$ cat config.mk
export PLATFORM = sky130hd
export DESIGN_NAME = result_select_arb
export DESIGN_NICKNAME = d
export VERILOG_FILES = /design/src/rtl/result_select_arb.sv
export SDC_FILE = /design/constraint.sdc
export NUM_CORES = 1
export LEC_CHECK = 0
export BUFFER_PORTS_ARGS = -buffer_cell sky130_fd_sc_hd__buf_2
export CAP_MARGIN = 40
export CORE_AREA = 2 2 123 125
export CTS_BUF_LIST = sky130_fd_sc_hd__clkbuf_16
export DETAILED_ROUTE_END_ITERATION = 10
export DIE_AREA = 0 0 125 127
export PLACE_DENSITY_LB_ADDON = 0.08
export SYNTH_ARGS = -nofsm -noshare
export SYNTH_HDL_FRONTEND = slang
export SYNTH_SLANG_ARGS = --single-unit
$ cat constraint.sdc
create_clock -name clk -period 1.75 [get_ports clk]
set_clock_uncertainty 0.05 [all_clocks]
set_input_delay 0.0875 -clock clk [delete_from_list [all_inputs] [get_ports clk]]
set_output_delay 0.0875 -clock clk [all_outputs]
set_load 0.005 [all_outputs]
$ cat src/rtl/result_select_arb.sv
// Registered N-to-1 result selector with a valid/ready handshake on every source and on the output.
// Supports fixed-priority or round-robin arbitration, plus a forced-select override.
module result_select_arb #(
    parameter int WIDTH  = 32,
    parameter int NUM_IN = 8,
    parameter int MODE   = 0,
    parameter int SEL_W  = $clog2(NUM_IN)
) (
    input  logic                    clk,
    input  logic                    rst_n,
    input  logic [NUM_IN*WIDTH-1:0] in_data,
    input  logic [NUM_IN-1:0]       in_valid,
    output logic [NUM_IN-1:0]       in_ready,
    input  logic                    force_en,
    input  logic [SEL_W-1:0]        force_sel,
    output logic [WIDTH-1:0]        out_data,
    output logic [SEL_W-1:0]        out_sel,
    output logic                    out_valid,
    input  logic                    out_ready
);

    logic [SEL_W-1:0]  rr_ptr;
    logic [NUM_IN-1:0] fp_grant;
    logic [NUM_IN-1:0] upper_mask;
    logic [NUM_IN-1:0] masked_valid;
    logic [NUM_IN-1:0] masked_grant;
    logic [NUM_IN-1:0] rr_grant;
    logic [NUM_IN-1:0] force_grant;
    logic [NUM_IN-1:0] grant;
    logic [SEL_W-1:0]  grant_idx;
    logic [WIDTH-1:0]  grant_data;
    logic [SEL_W-1:0]  next_ptr;
    logic              can_load;
    logic              accept;

    // x & -x isolates the lowest set bit; the round-robin search first looks at or above rr_ptr, then wraps.
    assign fp_grant     = in_valid & (~in_valid + NUM_IN'(1));
    assign upper_mask   = ~((NUM_IN'(1) << rr_ptr) - NUM_IN'(1));
    assign masked_valid = in_valid & upper_mask;
    assign masked_grant = masked_valid & (~masked_valid + NUM_IN'(1));
    assign rr_grant     = (|masked_valid) ? masked_grant : fp_grant;

    always_comb begin
        force_grant = '0;
        for (int i = 0; i < NUM_IN; i++) begin
            force_grant[i] = in_valid[i] && (force_sel == SEL_W'(i));
        end
    end

    always_comb begin
        if (force_en) begin
            grant = force_grant;
        end else if (MODE == 1) begin
            grant = rr_grant;
        end else begin
            grant = fp_grant;
        end
    end

    always_comb begin
        grant_idx  = '0;
        grant_data = '0;
        for (int i = 0; i < NUM_IN; i++) begin
            if (grant[i]) begin
                grant_idx  = grant_idx | SEL_W'(i);
                grant_data = grant_data | in_data[i*WIDTH +: WIDTH];
            end
        end
    end

    assign next_ptr = (grant_idx == SEL_W'(NUM_IN - 1)) ? '0 : grant_idx + SEL_W'(1);
    assign can_load = !out_valid || out_ready;
    assign in_ready = (rst_n && can_load) ? grant : '0;
    assign accept   = |in_ready;

    always_ff @(posedge clk) begin
        if (!rst_n) begin
            out_valid <= 1'b0;
            out_data  <= '0;
            out_sel   <= '0;
            rr_ptr    <= '0;
        end else if (accept) begin
            out_valid <= 1'b1;
            out_data  <= grant_data;
            out_sel   <= grant_idx;
            if (MODE == 1 && !force_en) begin
                rr_ptr <= next_ptr;
            end
        end else if (out_ready) begin
            out_valid <= 1'b0;
        end
    end

endmodule

# [After elaboration in Yosys (flattened, before gate mapping)]
# Cells that the tools add are included.
[totals] ff_bits=36 in_bits=271 out_inout_bits=44
[classes] eq_ne=7 addsub=1 n_bitwise=9 n_reduce_logical=14 mux=19
[ops] cell="32-bit two-way mux" n=8
[ops] cell="32-bit OR" n=7
[ops] cell="8-bit two-way mux" n=2
[ops] cell="3-bit equality test, second input constant" n=4
[ops] cell="3-bit two-way mux" n=4
[ops] cell="1-bit logical AND" n=9
[ops] cell="8-bit by 1-bit adder with 8-bit output, second input constant" n=1
[ops] cell="8-bit bitwise AND" n=1
[ops] cell="8-bit NOT" n=1
[ops] cell="8-bit OR reduction" n=1
[ops] cell="3-bit by 2-bit equality test with 1-bit output, second input constant" n=2
[ops] cell="2-bit two-way mux" n=2
[ops] cell="3-bit by 1-bit equality test with 1-bit output, second input constant" n=1
[ops] cell="3-bit logical NOT" n=1
[ops] cell="1-bit two-way mux" n=3
[ops] cell="2-bit nonzero test" n=1
[ops] cell="1-bit logical NOT" n=1
[ops] cell="1-bit logical OR" n=1

# [Longest topological paths before layout]
# Gate-level depths: netlist of run 1.
[logic_depth] depth_word=19 ltp_mapped=8 mapped_depth_nobuf=5

# [Worst setup path before layout of run 1]
# No wires, ideal clock.
[synth_path] kind="input-to-reg" start="input force_sel[1]" end="register out_data[0]" slack_ps=99 n_path_buf=3 setup_time_ps=129 required_time_ps=1571 t_arrival_ps=1471 path_stages=8 cell_sequence="buf_2 > and4bb_2 > o21a_1 > buf_2 > buf_1 > a22o_1 > a221oi_1 > a31oi_1"
[synth_via] elab_chain_len=18 word_cells_on_any_way=34 cone_classes="7 x eq/ne; 10 x mux; 7 x bitwise; 10 x reduce/logical"
[synth_rtl] item="start, declared" line_no="15" source="input logic [SEL_W-1:0] force_sel,"
[synth_rtl] item="3-bit logical NOT" line_no="46" source="force_grant[i] = in_valid[i] && (force_sel == SEL_W'(i));"
[synth_rtl] item="1-bit logical AND" line_no="46"
[synth_rtl] item="8-bit two-way mux *" line_no="51" source="if (force_en) begin"
[synth_rtl] item="32-bit two-way mux" line_no="64" source="if (grant[i]) begin"
[synth_rtl] item="32-bit OR" line_no="66" source="grant_data = grant_data | in_data[i*WIDTH +: WIDTH];"
[synth_rtl] item="32-bit two-way mux" line_no="64"
[synth_rtl] item="32-bit OR" line_no="66"
[synth_rtl] item="32-bit two-way mux" line_no="64"
[synth_rtl] item="[... 2 more ...]"
[synth_rtl] item="32-bit OR" line_no="66"
[synth_rtl] item="32-bit two-way mux" line_no="64"
[synth_rtl] item="32-bit OR" line_no="66"
[synth_rtl] item="32-bit two-way mux" line_no="64"
[synth_rtl] item="32-bit OR" line_no="66"
[synth_rtl] item="32-bit two-way mux" line_no="64"
[synth_rtl] item="32-bit OR" line_no="66"
[synth_rtl] item="32-bit two-way mux" line_no="64"
[synth_rtl] item="end signal, assigned" line_no="84" source="out_data <= grant_data;"
[synth_rtl] item="end, declared" line_no="16" source="output logic [WIDTH-1:0] out_data,"
# Every way passes the cells marked *; elsewhere a longest branch is shown, timed or not.
# A chain may end at the register's enable or synchronous reset.

# [Worst setup path after layout of run 1]
[layout_path] start="input force_en" end="output in_ready[7]"
[layout_via] elab_chain_len=2
[layout_rtl] item="start, declared" line_no="14" source="input logic force_en,"
[layout_rtl] item="8-bit two-way mux" line_no="51"
[layout_rtl] item="8-bit two-way mux" line_no="73" source="assign in_ready = (rst_n && can_load) ? grant : '0;"
[layout_rtl] item="end, declared" line_no="13" source="output logic [NUM_IN-1:0] in_ready,"
# No other way between the ends.

==> results of run 1 <==
-- layout make-up --
cell class                      count  area share, %
Antenna cell                        2         0.0812
Inverter                            2          0.122
Multi-Input combinational cell    380           47.5
Timing Repair Buffer              376           34.7
Tap cell                          184           3.74
Sequential cell                    36           11.7
Clock inverter                      2          0.122
Clock buffer                        5           2.03
-- state kept, by name, indices dropped and copies added (netlist names) --
| register | cells |
|---|---|
| out_data | 32 |
| out_sel | 3 |
| out_valid | 1 |
-- critical path, stage by stage --
cell      delay [ns]
buf_2           0.16
nor4_4          0.34
a22oi_2         0.16
buf_4           0.21
nand2b_1        0.21
nor2_1          0.16
buf_2           0.13
-- synth_stat cells, drive strengths merged (2+ instances only) --
cell	n	share of area [%]
o211ai	96	18
clkbuf	54	5.1
dfxtp	36	18
o21a	35	6.6
a22o	33	7.3
o31ai	33	6.3
a31oi	32	5.1
nand3	32	4.1
a221oi	31	6.9
a41o	31	7.9
buf	25	3.7
nor2	11	1.0
o21ai	7	0.89
a21oi	5	0.82
nor4	4	1.3
nand2	3	0.28
nor3	3	0.79
and2	2	0.32
and3b	2	0.44
inv	2	0.19
nand2b	2	0.32
o221a	2	0.57
-- kinds of logic after synthesis --
family / synth area share (%)
muxes: 0.538
AOI/OAI and AO/OA: 62.1
DFF: 18.2
buffers and inverters: 9.02
and+or+nand+nor: 10.1
-- per-layer routing --
layer | part of all wire (%) | vias to the layer above
met4 | 1.8 | 2
li1 | - | 2742
met3 | 8.8 | 39
met5 | 0.046 | -
met1 | 39 | 2802
met2 | 50 | 363
-- timing repair --
item,CTS,global route
setup endpoints to repair,0,4
hold endpoints to repair,0,0
buffers inserted,0,3
gates resized for setup,0,1
hold buffers,0,0
-- worst min path at each step --
stage | to | slack (ns) | depth (start not counted)
6_report | out_data[8] | 0.07 | 3
2_1_floorplan | in_ready[0] | 0.22 | 2
5_1_grt | out_data[31] | 0.09 | 3
4_1_cts | out_data[8] | 0.08 | 3
3_3_place_gp | out_data[21] | 0.36 | 3
3_5_place_dp | out_data[8] | 0.37 | 3
-- per-stage QoR --
step	total power, mW	util [%]
6_report	3.30	42.7
3_5_place_dp	2.44	41.5
4_1_cts	3.31	42.5
2_1_floorplan	1.67	-
5_1_grt	3.47	42.7
3_3_place_gp	2.43	41.5
-- cell usage in the layout (no fill, tap or decap), types with 3 or more instances in the layout --
cell type	synthesis	layout
a41o_1	31	31
nand3_1	32	32
nand2_1	3	3
a31oi_1	32	32
nor2_1	11	10
o21ai_0	5	5
a221oi_1	31	31
a22o_1	33	33
o31ai_1	33	33
buf_2	18	314
a21oi_1	3	3
nor4_4	1	3
buf_4	0	54
o21a_1	35	35
clkbuf_16	0	5
buf_12	0	8
o211ai_1	96	96
dfxtp_1	36	36
-- power breakdown --
group	switching [mW]	internal, mW	leakage [nW]
clock	0.342	0.510	0.0648
combinational	0.745	0.685	2.28
sequential	0.0839	0.930	0.300
total	1.17	2.13	2.65
==> results.py, run 1 <==
metrics = {
    "critical_path": {
        "crit_path_end_kind": "output port",
        "critPathCapture": "in_ready[7]",
        "crit_path_start": "force_en",
        "path_max_fanout": 10,
        "crit_type": "input port to output port",
        "worstRegToRegCells": 4,
        "reg2reg_to": "out_sel[0]",
        "required_ns": 1.61,
        "reg2reg_setup_slack_ns": 0.33,
        "worst_setup_path_start_kind": "input port",
        "r2r_start": "out_valid",
        "cp.arrival_ns": 1.47,
    },
    "drt": {
        "drtPass1Iterations": 5,
        "drt_wl_total_mm": 21.8,
        "num_vias": 5948,
        "ant_nets": 0,
        "wl_per_cell_um": 22.1,
        "vias_per_cell": 6.03,
        "drc": 0,
        "drt_iter0_markers": 464,
    },
    "clock_network": {
        "htree_levels": 2,
        "cts_buffer_depth": 2,
        "cts_tree": "built",
        "root_buffer": "clkbuf_16",
        "clk_pin_slew_ns": 0.06,
        "clock_latency_ns": 0.27,
        "cts.sinks": 36,
        "cts_inserted_buffers": 5,
    },
    "die": {
        "ios": 315,
        "die_h_um": 127,
        "rows": 44,
        "core-area_mm2": 0.0144,
        "initial_utilization_pct": 27.4,
        "fp.dieW_um": 125,
        "dieArea_mm2": 0.0159,
    },
    "place": {
        "place_area_mm2": 0.00599,
        "hpwl_mm": 17.0,
        "pre_cts_ws_ns": -0.0882,
        "routabilityCongestion": 0.913,
        "io_buffers": 314,
        "placedCellCount": 975,
    },
    "grt": {
        "busiest_layer": "met2",
        "grt-ovfl-total": 0,
        "grt_max_degree": 34,
        "grt_pass1_vias": 5951,
        "met2_usage_pct": 47.0,
        "grt_util_all_layers_pct": 25.9,
        "use_met3_pct": 5.70,
        "grt_antenna_before_repair": 3,
        "use_met1_pct": 30.6,
        "grt_pass1_wl_mm": 32.6,
    },
    "timing": {
        "finalSetupViolCount": 0,
        "grt_setup_unrepaired": "false",
        "worst_slew_margin_rel_pct": 70.2,
        "finalMaxSlewViolations": 0,
        "layout_setup_ws_ns": 0.147,
        "max_clock_freq_ghz": 0.624,
        "period_share_pct": 91.6,
        "worstMarginPinSlew_ns": 0.447,
        "tns_ns": 0,
        "holdWs_ns": 0.0749,
        "period_needed_ns": 1.60,
        "finalHoldViolCount": 0,
    },
    "cells_and_area": {
        "syn_to_final_growth_pct": 55.9,
        "drive_above_1_share_pct": 49.3,
        "fillCellCount": 1529,
        "multi_input_area_mm2": 0.00293,
        "stdcell_count": 987,
        "nets": 1072,
        "fin_area_mm2": 0.00616,
        "seq_area_um2": 721,
    },
    "synth": {
        "synth_area_per_cell_um2": 7.95,
        "syn_nets": 768,
        "netlist_instances": 497,
        "synth_cell_types": 46,
        "ys_seq_elements": 36,
        "yosysWarnings": 0,
        "async_flop_share_pct": 0,
        "synth_seq_area_share_pct": 18.2,
        "synthesis.area_mm2": 0.00395,
        "synth_ff_type": "dfxtp_1",
        "synth_edf_count": 0,
    },
    "min_path": {
        "min_path_type": "input port to flip-flop",
        "min_from": "in_data[8]",
    },
    "power_and_ir_drop": {
        "ir_worst_vdd_uv": 380,
        "leakage_nw": 2.65,
        "power.density_mw_per_mm2": 535,
    },
    "run": {
        "cap_violations": 0,
    },
    "outcome": {
        "status": "completed",
    },
}
Note: power is estimated with default switching activity, not from simulation.
==> inputs of run 2 (changes only) <==
- CTS_BUF_LIST: sky130_fd_sc_hd__clkbuf_16 -> sky130_fd_sc_hd__clkbuf_4 sky130_fd_sc_hd__clkbuf_8
- PLACE_DENSITY_LB_ADDON: 0.08 -> not set
==> run 2 against run 1 <==
Fmax up 0.35%. First-iteration DRC count decreased by 8.6%. Combinational power about the same. Register-to-register slack barely moved. Final cell count fell by 0.81%. Critical path depth unchanged. Flip-flop and latch count did not move. Critical path type unchanged. Critical endpoint unchanged. Largest power group unchanged.
==> results.py, run 2 (same netlist as run 1, synthesis figures left out) <==
metrics = {
    "outcome": {
        "status": "completed",
    },
    "timing": {
        "finalHoldViolCount": 0,
        "finalMaxSlewViolations": 0,
        "period_share_pct": 91.3,
        "holdWs_ns": 0.0520,
        "max_clock_freq_ghz": 0.626,
        "worst_slew_margin_rel_pct": 57.2,
        "worstMarginPinSlew_ns": 0.640,
        "grt_setup_unrepaired": "false",
        "finalSetupViolCount": 0,
        "layout_setup_ws_ns": 0.152,
        "period_needed_ns": 1.60,
    },
    "place": {
        "io_buffers": 314,
        "routabilityCongestion": 0.848,
        "hpwl_mm": 16.3,
        "pre_cts_ws_ns": -0.101,
    },
    "clock_network": {
        "cts_tree": "built",
        "cts.sinks": 36,
        "cts_buffer_depth": 2,
        "root_buffer": "clkbuf_8",
        "hold_buffers": 0,
        "clock_latency_ns": 0.30,
        "htree_levels": 2,
        "cts_inserted_buffers": 5,
        "clk_pin_slew_ns": 0.08,
    },
    "cells_and_area": {
        "nets": 1065,
        "seq_area_um2": 721,
        "largest_reg_flops": 32,
        "diodes": 0,
        "largestRegisters": "out_data: 32 flops, out_sel: 3 flops, out_valid: 1 flops",
        "regMostFlops": "out_data",
        "utilization_pct": 42.4,
        "multi_input_area_mm2": 0.00293,
        "mostFrequentLayoutCell": "buf_2",
        "drive_above_1_share_pct": 49.3,
        "syn_to_final_growth_pct": 54.7,
        "final_cell_mix": "buf_2 (314), o211ai_1 (96), buf_4 (44)",
        "fillCellCount": 1528,
    },
    "critical_path": {
        "critPathBufInv": 3,
        "crit_top_cell": "buf_2",
        "cp_cell_sequence": "buf_2 -> nor4_4 -> a22oi_2 -> buf_6 -> nand2b_1 -> nor2_1 -> buf_2",
        "r2r_start": "out_valid",
        "critPathTopFamily": "simple AND/OR/NAND/NOR gates",
        "slowest_stage": "nor4_4",
        "cp.arrival_ns": 1.46,
        "reg2reg_to": "out_sel[0]",
        "reg2reg_setup_slack_ns": 0.33,
        "path_max_fanout": 21,
        "crit_path_end_kind": "output port",
        "crit_type": "input port to output port",
        "worstRegToRegCells": 4,
        "worst_setup_path_start_kind": "input port",
        "critical-path-max-stage-delay_ns": 0.34,
        "required_ns": 1.61,
    },
    "power_and_ir_drop": {
        "seqPwrFrac_pct": 31.6,
        "intPower_mw": 2.04,
        "leakage_nw": 2.61,
        "power.density_mw_per_mm2": 523,
        "comb_power_share_pct": 44.1,
        "p_clk_share_pct": 24.3,
        "swShare_pct": 36.3,
        "p_switching_mw": 1.16,
        "ir_worst_vdd_uv": 262,
    },
    "drt": {
        "drt_iter0_markers": 424,
        "wl_per_cell_um": 21.2,
        "num_vias": 5771,
        "drt_wl_total_mm": 20.7,
        "vias_per_cell": 5.89,
        "ant_nets": 0,
        "drc": 0,
        "drtPass1Iterations": 6,
    },
    "grt": {
        "grt_util_all_layers_pct": 24.7,
        "grt_pass1_wl_mm": 30.9,
        "grt_antenna_before_repair": 0,
        "grt_pass1_vias": 5556,
        "grt-ovfl-total": 0,
        "grt_max_degree": 35,
    },
    "die": {
        "fp.dieW_um": 125,
        "core-area_mm2": 0.0144,
        "initial_utilization_pct": 27.4,
        "ios": 315,
        "die_h_um": 127,
        "dieArea_mm2": 0.0159,
        "rows": 44,
    },
    "min_path": {
        "min_path_type": "input port to flip-flop",
        "holdPathEnd": "out_data[8]",
        "whs_path_depth": 3,
        "min_from": "in_data[8]",
    },
    "run": {
        "cap_violations": 0,
    },
}
run 2: changes by cell type in the layout (fill, tap and decap cells not counted), sizes merged:
cell,before,now
diode,2,0
clkinvlp,0,1
buf,376,369
bufinv,0,1
clkinv,2,1
run 2: stage by stage:
stage	instance area, um2	TNS [ns]	power [mW]	std cells
finish	6110	0	3.19	979
global route	6110	0	3.38	979
CTS	6100	0	3.21	979
detailed placement	5990	-2.24	2.43	971
global placement	5990	-2.31	2.42	971
floorplan	3950	0	1.67	497
run 2: timing repair:
item	4_1_cts	5_1_grt
endpoints found under the setup margin	0	4
setup buffers	0	0
resized for setup	0	2
run 2: per-layer routing:
layer	vias to the layer above	global-route usage (%)	wire length, um
met3	42	3.60	1620
met1	2653	30.7	8220
met4	0	7.84	588
li1	2726	-	-
met5	-	0	0
met2	350	44.0	10300
run 2: worst max-delay path by stage:
stage,from,to,slack [ns],cells after the start
2_1_floorplan,force_sel[1],out_data[0],0.1,8
3_3_place_gp,force_en,out_data[20],-0.09,7
3_5_place_dp,force_sel[1],out_data[14],-0.10,7
4_1_cts,force_en,in_ready[7],0.02,7
5_1_grt,force_en,in_ready[7],0.03,7
6_report,force_en,in_ready[7],0.15,7
run 2: worst min-delay path, delay by kind of cell:
kind,cells,cell delay (ns)
AOI/OAI and AO/OA,2,0.20
buffers and inverters,1,0.08
run 2: area by class of cell:
cell class                 instances  share of cell area, %
multi-input combinational        380                   47.9
timing repair buffer             369                   34.6
sequential                        36                   11.8
tap                              184                   3.77
clock buffer                       5                   1.13
clock inverter                     3                  0.696
inverter                           2                  0.123
run 2: power groups by stage:
| stage | Clock [mW] | Sequential (mW) | Combinational, mW |
|---|---|---|---|
| floorplan | 0 | 1.03 | 0.641 |
| global placement | 0 | 1.02 | 1.40 |
| detailed placement | 0 | 1.02 | 1.40 |
| CTS | 0.796 | 1.01 | 1.41 |
| global route | 0.829 | 1.02 | 1.53 |
| finish | 0.775 | 1.01 | 1.41 |
==> inputs of run 3 (changes only) <==
- BUFFER_PORTS_ARGS: -buffer_cell sky130_fd_sc_hd__buf_2 -> not set
- CORE_AREA: 2 2 123 125 -> 2 2 122 124
- CTS_CLUSTER_DIAMETER: not set -> 50
- DIE_AREA: 0 0 125 127 -> 0 0 124 126
- DONT_BUFFER_PORTS: not set -> 1
==> run 3 against run 2 <==
Wire length rose by 0.39%. Clock power grew 1%. Via count is 11% lower. Flip-flop and latch count did not move. Hold slack got worse by 0.0061 ns. Combinational power is 30% lower. Sequential share of layout area grew 2.8 points. Register-to-register slack worse by 0.02 ns. Critical path depth unchanged. Worst setup slack got worse by 0.11 ns.
==> results.py, run 3 (same netlist as run 1, synthesis figures left out) <==
metrics = {
    "outcome": {
        "status": "completed",
    },
    "power_and_ir_drop": {
        "swShare_pct": 35.5,
        "seqPwrFrac_pct": 37.5,
        "ir_worst_vdd_uv": 317,
        "leakage_nw": 1.46,
        "power.density_mw_per_mm2": 572,
        "p_clk_share_pct": 27.8,
        "intPower_mw": 1.82,
        "comb_power_share_pct": 34.7,
        "p_switching_mw": 1.00,
    },
    "die": {
        "ios": 315,
        "fp.dieW_um": 124,
        "core-area_mm2": 0.0143,
        "die_h_um": 126,
        "rows": 44,
        "dieArea_mm2": 0.0156,
        "initial_utilization_pct": 27.6,
    },
    "cells_and_area": {
        "drive_above_1_share_pct": 11.4,
        "largestRegisters": "out_data: 32 flops, out_sel: 3 flops, out_valid: 1 flops",
        "regMostFlops": "out_data",
        "syn_to_final_growth_pct": 25.0,
        "fin_area_mm2": 0.00494,
        "mostFrequentLayoutCell": "o211ai_1",
        "largest_reg_flops": 32,
        "utilization_pct": 34.5,
        "final_cell_mix": "o211ai_1 (96), dlygate4sd3_1 (59), dfxtp_1 (36)",
        "diodes": 0,
        "nets": 789,
    },
    "grt": {
        "grt_antenna_before_repair": 0,
        "grt_util_all_layers_pct": 25.4,
        "grt_pass1_vias": 4946,
        "grt_pass1_wl_mm": 29.5,
        "grt-ovfl-total": 0,
        "grt_max_degree": 39,
    },
    "place": {
        "hpwl_mm": 14.6,
        "routabilityCongestion": 0.848,
        "io_buffers": 0,
        "place_area_mm2": 0.00420,
    },
    "critical_path": {
        "cp.arrival_ns": 1.86,
        "crit_type": "input port to flip-flop",
        "path_max_fanout": 35,
        "required_ns": 1.90,
        "crit_path_end_kind": "flip-flop",
        "worst_setup_path_start_kind": "input port",
    },
    "drt": {
        "drc": 0,
        "drt_iter0_markers": 412,
        "ant_nets": 0,
        "drt_wl_total_mm": 20.8,
        "wl_per_cell_um": 29.6,
        "drtPass1Iterations": 5,
        "num_vias": 5116,
        "vias_per_cell": 7.28,
    },
    "clock_network": {
        "cts_setup_buffers": 0,
        "root_buffer": "clkbuf_8",
        "htree_levels": 2,
        "cts.sinks": 36,
        "cts_inserted_buffers": 5,
        "cts_buffer_depth": 2,
        "cts_tree": "built",
        "clock_latency_ns": 0.30,
        "clk_pin_slew_ns": 0.09,
    },
    "timing": {
        "finalSetupViolCount": 0,
        "period_needed_ns": 1.71,
        "finalMaxSlewViolations": 0,
        "grt_setup_unrepaired": "false",
        "worstMarginPinSlew_ns": 0.566,
        "period_share_pct": 97.7,
        "max_clock_freq_ghz": 0.585,
        "worst_slew_margin_rel_pct": 62.3,
        "finalHoldViolCount": 0,
    },
    "run": {
        "cap_violations": 0,
    },
    "min_path": {
        "min_path_type": "input port to flip-flop",
    },
}
[run 3: per-layer routing]
metal / vias to the layer above / part of all wire [%] / track usage (%)
met5: - / 0 / 0
met4: 0 / 4.4 / 12.3
met3: 81 / 9.5 / 6.20
met2: 411 / 51 / 45.9
met1: 2459 / 35 / 27.1
li1: 2165 / - / -
[run 3: final timing paths]
check                                   from           end  slack (ns)  cells past startpoint
worst min-delay path             in_data[44]  out_data[12]        0.05                      3
worst max-delay path            force_sel[1]  out_data[21]        0.04                      7
worst min register to register    out_sel[2]    out_sel[2]        0.51                      2
worst max register to register     out_valid    out_sel[1]        0.31                      5
[run 3: through the flow]
stage	setup slack [ns]	instances	power, mW	TNS [ns]	hold slack [ns]
2_1_floorplan	0.0993	497	1.67	0	0.222
3_3_place_gp	-0.0844	635	1.87	-0.0844	0.191
3_5_place_dp	-0.109	635	1.90	-0.109	0.194
4_1_cts	0.0224	702	2.82	0	0.0219
5_1_grt	0.0126	703	2.96	0	0.0378
6_report	0.0411	703	2.82	0	0.0459
[run 3: final cells by class]
class / instances / area [um2]
timing repair buffer: 93 / 937
tap: 184 / 230
clock buffer: 5 / 68.8
inverter: 2 / 7.51
multi-input combinational: 380 / 2930
sequential: 36 / 721
fill: 1470 / 9370
clock inverter: 3 / 42.5
[run 3: timing repair]
item | in CTS | in global routing
resized for setup | 0 | 5
hold buffers | 59 | 1
hold endpoints to repair | 36 | 1
setup endpoints to repair | 0 | 12
[run 3: worst max-delay path: stages]
cell and delay, ns:
and4bb_2 0.22, o21a_1 0.21, buf_12 0.17, a22o_1 0.20, a221oi_1 0.25, dlygate4sd3_1 0.61, a31oi_1 0.07
[run 3: power by group through the flow]
stage                     registers, mW  clock network (mW)  logic, mW
after floorplan                    1.03                   0      0.641
after global placement             1.07                   0      0.795
after detailed placement           1.08                   0      0.823
after CTS                          1.06               0.800      0.958
after global routing               1.07               0.837       1.06
final                              1.06               0.785      0.980
